`src/rtl/gcd_binary.sv`:
```
// Multi-cycle binary (Stein) GCD engine: one shift/subtract step per clock,
// start/result_valid handshake, plus a step counter for latency profiling.
module gcd_binary #(
    parameter  int W     = 10,
    localparam int CNT_W = $clog2(2*W+1),
    localparam int K_W   = $clog2(W)+1
) (
    input  logic             clk,
    input  logic             rst,
    input  logic             start,
    input  logic [W-1:0]     A_in,
    input  logic [W-1:0]     B_in,
    output logic             busy,
    output logic [W-1:0]     result,
    output logic             result_valid,
    output logic [CNT_W-1:0] steps
);

    typedef enum logic [1:0] {IDLE, CALC, DONE} state_t;

    state_t           state_q;
    logic [W-1:0]     a_q, b_q, a_d, b_d;
    logic [K_W-1:0]   k_q, k_d;
    logic [CNT_W-1:0] steps_q, steps_d;
    logic             busy_q, valid_q;
    logic [W-1:0]     result_q;
    logic             calc_done;
    logic [W-1:0]     diff;

    // a==0 / b==0 only occur for zero operands; otherwise a==b holds the odd part.
    function automatic logic [W-1:0] gcd_out(input logic [W-1:0] a,
                                             input logic [W-1:0] b,
                                             input logic [K_W-1:0] k);
        if (a == '0) return b;
        if (b == '0) return a;
        return a << k;
    endfunction

    always_comb begin
        a_d       = a_q;
        b_d       = b_q;
        k_d       = k_q;
        steps_d   = steps_q;
        calc_done = 1'b0;
        diff      = (a_q > b_q) ? (a_q - b_q) : (b_q - a_q);
        if (a_q == b_q) begin
            calc_done = 1'b1;
        end else if (!a_q[0] && !b_q[0]) begin
            a_d     = a_q >> 1;
            b_d     = b_q >> 1;
            k_d     = k_q + K_W'(1);
            steps_d = steps_q + CNT_W'(1);
        end else if (!a_q[0]) begin
            a_d     = a_q >> 1;
            steps_d = steps_q + CNT_W'(1);
        end else if (!b_q[0]) begin
            b_d     = b_q >> 1;
            steps_d = steps_q + CNT_W'(1);
        end else if (a_q > b_q) begin
            // Both odd, so the difference is even and the shift is exact.
            a_d     = diff >> 1;
            steps_d = steps_q + CNT_W'(1);
        end else begin
            b_d     = diff >> 1;
            steps_d = steps_q + CNT_W'(1);
        end
    end

    always_ff @(posedge clk or negedge rst) begin
        if (!rst) begin
            state_q  <= IDLE;
            a_q      <= '0;
            b_q      <= '0;
            k_q      <= '0;
            steps_q  <= '0;
            busy_q   <= 1'b0;
            valid_q  <= 1'b0;
            result_q <= '0;
        end else begin
            case (state_q)
                IDLE: begin
                    if (start) begin
                        a_q     <= A_in;
                        b_q     <= B_in;
                        k_q     <= '0;
                        steps_q <= '0;
                        valid_q <= 1'b0;
                        busy_q  <= 1'b1;
                        state_q <= (A_in == '0 || B_in == '0) ? DONE : CALC;
                    end
                end
                CALC: begin
                    a_q     <= a_d;
                    b_q     <= b_d;
                    k_q     <= k_d;
                    steps_q <= steps_d;
                    if (calc_done) state_q <= DONE;
                end
                DONE: begin
                    result_q <= gcd_out(a_q, b_q, k_q);
                    valid_q  <= 1'b1;
                    busy_q   <= 1'b0;
                    state_q  <= IDLE;
                end
                default: begin
                    busy_q  <= 1'b0;
                    state_q <= IDLE;
                end
            endcase
        end
    end

    assign busy         = busy_q;
    assign result       = result_q;
    assign result_valid = valid_q;
    assign steps        = steps_q;

endmodule

```
`config.mk`:
```
export PLATFORM = sky130hd
export DESIGN_NAME = gcd_binary
export DESIGN_NICKNAME = d
export VERILOG_FILES = /design/src/rtl/gcd_binary.sv
export SDC_FILE = /design/constraint.sdc
export NUM_CORES = 1
export LEC_CHECK = 0
export BUFFER_PORTS_ARGS = -buffer_cell sky130_fd_sc_hd__buf_4
export CAP_MARGIN = 5
export CORE_UTILIZATION = 45
export CTS_CLUSTER_SIZE = 8
export DETAILED_ROUTE_END_ITERATION = 6
export SLEW_MARGIN = 10
export SYNTH_ARGS = -nofsm -noshare
export SYNTH_HDL_FRONTEND = slang
export SYNTH_SLANG_ARGS = --single-unit
```
`constraint.sdc`:
```
create_clock -name clk -period 5.1 [get_ports clk]
set_input_delay 0.255 -clock clk [delete_from_list [all_inputs] [get_ports clk]]
set_output_delay 0.255 -clock clk [all_outputs]
set_load 0.02 [all_outputs]
```
==> results.json <==
{
  "portBuffers": 39,
  "drt-initial-drc-count": 389,
  "fin_crit_sh_pct": 66.1,
  "grt_use_total_pct": 28.2,
  "drt.antenna.violating_nets": 0,
  "core_area_mm2": 0.00822,
  "tritoncts": "done",
  "area_growth_pct": 11.4,
  "io_pins": 40,
  "status": "complete, but fails checks",
  "diodes": 0,
  "synth.largest_area_cell": "dfrtp_1",
  "clock_latency_ns": 0.31,
  "die-area_mm2": 0.00889,
  "htreeDepth": 2,
  "cts_buffers": 5,
  "post_drt_via_cell_ratio": 6.34,
  "gr-usage-met1_pct": 38.4,
  "syn_area_per_cell_um2": 8.33,
  "regArea_mm2": 0.00110,
  "violations": "design-rule violations",
  "max_stage_delay_ns": 0.61,
  "rsz0062_at_grt": "no",
  "antenna_found_initial": 0,
  "ys.flop_type": "dfrtp_1",
  "grt_pass1_vias": 3511,
  "gr-usage-met2_pct": 45.7,
  "slew_headroom_pct": 26.8,
  "layout.nets": 528,
  "slowest_stage": "a211oi_2",
  "wirelength_mm": 11.7,
  "nFillCells": 817,
  "routabilityCongestion": 0.924,
  "cts_sinks": 44,
  "drive_gt1_share_pct": 14.8,
  "start_util_pct": 46.6,
  "cp_max_fo": 10,
  "yosys_warnings": 0,
  "synth_top_cells_by_area": "dfrtp_1, ha_1, o21ai_0, a221oi_1, nor2_1",
  "arrival_ns": 3.56,
  "num_vias": 3716,
  "wl_per_cell_um": 20.0,
  "dp_hpwl_mm": 8.75,
  "path_cells": "inv_1 > ha_1 > fa_1 > and2b_4 > o2111ai_2 > a21o_1 > a211oi_2 > or2_1 > o31ai_1",
  "grt.busiest_layer": "met2",
  "drv_slew": 0,
  "root_buffer": "clkbuf_8",
  "hold_path_class": "in -> reg",
  "grt_pass1_wl_mm": 19.0,
  "finalSetupViolCount": 0,
  "hold_viol_final": 0,
  "first_pass_iters": 7,
  "ctsResizeCount": 0,
  "die_x_um": 94.3,
  "synth_area_mm2": 0.00383,
  "crit_path_end_kind": "flip-flop",
  "synth_nets": 508,
  "synth_top_area_share_pct": 28.7,
  "cp-start-kind": "flip-flop",
  "max_freq_mhz": 297,
  "grt_max_degree": 45,
  "setup_tns_ns": 0,
  "path_clk_slew_ns": 0.10,
  "fin_crit_ns": 3.37,
  "cp.required_ns": 5.29,
  "cap_violations": 0,
  "async_flop_share_pct": 100,
  "ys_types": 65,
  "ys_seq_elements": 44,
  "seq_area_frac_synth_pct": 28.7,
  "worst_pin_slew_ns": 1.09,
  "netlist_instances": 460,
  "crit_type": "reg -> reg",
  "globalRouteMet3Util_pct": 3.72,
  "synth_common_cells": "dfrtp_1, nor2_1, o21ai_0",
  "die-height_um": 94.3,
  "clk_path_buf_depth": 2,
  "overflow": 0,
  "rows": 33,
  "multi_input_area_mm2": 0.00249,
  "drt_drc_violations_left": 7,
  "finalClockSkew_ns": 0.00473,
  "synth-edff-count": 0
}
==> state kept, by name, indices dropped and copies added, names as in the netlist <==
signal,cells
result,10
b_q,10
state_q,2
result_valid,1
k_q,5
steps,5
busy,1
a_q,10
==> critical path: cells and delay by family, from the launching register on <==
kind                       cells  cell delay (ns)
and+or+nand+nor                2             0.66
buffers and inverters          1             0.23
AOI/OAI and AO/OA              4             1.20
DFF                            1             0.48
adders and majority gates      2             0.67
==> final cells by class <==
cell class / instances / area share (%)
multi-input cells: 359 / 58.4
flip-flops and latches: 44 / 25.8
repair buffers: 41 / 7.27
well taps: 105 / 3.08
inverters: 29 / 2.55
clock buffers: 6 / 1.94
clock inverters: 2 / 0.909
==> cells in the final DEF (no fill, tap or decap), drive strengths merged, types with 2 or more instances in the layout <==
| cell | netlist | layout |
|---|---|---|
| nand2 | 38 | 38 |
| dfrtp | 44 | 44 |
| nor2b | 11 | 11 |
| buf | 11 | 40 |
| a31oi | 3 | 3 |
| a221oi | 19 | 19 |
| xnor2 | 9 | 9 |
| o311ai | 2 | 2 |
| a211o | 5 | 5 |
| nor3 | 14 | 14 |
| o311a | 2 | 2 |
| xor2 | 5 | 5 |
| and3 | 3 | 3 |
| a211oi | 6 | 6 |
| or2 | 4 | 4 |
| or4 | 5 | 5 |
| o22ai | 2 | 2 |
| a311oi | 2 | 2 |
| o31a | 2 | 2 |
| a221o | 2 | 2 |
| a21o | 6 | 6 |
| a21boi | 2 | 2 |
| nand2b | 8 | 8 |
| o21ai | 41 | 41 |
| nand3 | 9 | 9 |
| ha | 23 | 23 |
| inv | 28 | 28 |
| nand4 | 7 | 7 |
| mux2i | 8 | 8 |
| o31ai | 19 | 19 |
| nor4 | 4 | 4 |
| o211ai | 5 | 5 |
| a222oi | 5 | 5 |
| nor2 | 45 | 45 |
| clkbuf | 17 | 6 |
| a21oi | 19 | 19 |
| fa | 2 | 2 |
| o21a | 6 | 6 |
| clkinv | 1 | 2 |
==> path summary, 6_finish.rpt <==
path	from	endpoint	slack, ns	cells past startpoint
worst max-delay path	a_q[0]	b_q[7]	1.73	9
worst min-delay path	B_in[9]	b_q[9]	0.19	3
worst max register to register	a_q[0]	b_q[7]	1.73	9
worst min register to register	result[4]	result[4]	0.48	2
max in group asynchronous	rst	a_q[0]	4.21	2
min in group asynchronous	rst	result[5]	0.49	2
==> layer usage <==
metal | routed length (um) | up-vias
li1 | - | 1750
met1 | 5340 | 1807
met2 | 5540 | 138
met3 | 518 | 21
met4 | 314 | 0
met5 | 0 | -
==> stage by stage <==
| stage | cells | utilization [%] | worst slack, ns | instance area (um^2) | hold WS [ns] |
|---|---|---|---|---|---|
| 6_report | 586 | 51.9 | 1.73 | 4270 | 0.191 |
| 5_1_grt | 586 | 51.9 | 1.47 | 4270 | 0.224 |
| 4_1_cts | 586 | 51.9 | 1.72 | 4270 | 0.193 |
| 3_5_place_dp | 577 | 50.3 | 1.81 | 4140 | 0.298 |
| 3_3_place_gp | 577 | 50.3 | 1.81 | 4140 | 0.298 |
| 2_1_floorplan | 460 | - | 2.34 | 3830 | -0.0406 |
==> cells by family after synthesis <==
logic type      count (synthesis)  share of synthesized area, %
compound gates                157                          30.7
simple gates                  153                          19.6
buf+inv                        57                          6.17
flops                          44                          28.7
fa+ha+maj                      25                          8.56
xor+xnor                       14                          3.20
mux                            10                          2.97
==> timing repair <==
action | CTS | global route
buffers inserted | 0 | 0
endpoints found under the hold margin | 44 | 0
hold buffers | 1 | 0
Power is not shown: default switching activity piles up to over one toggle a cycle in this logic, so the estimate is an artifact.
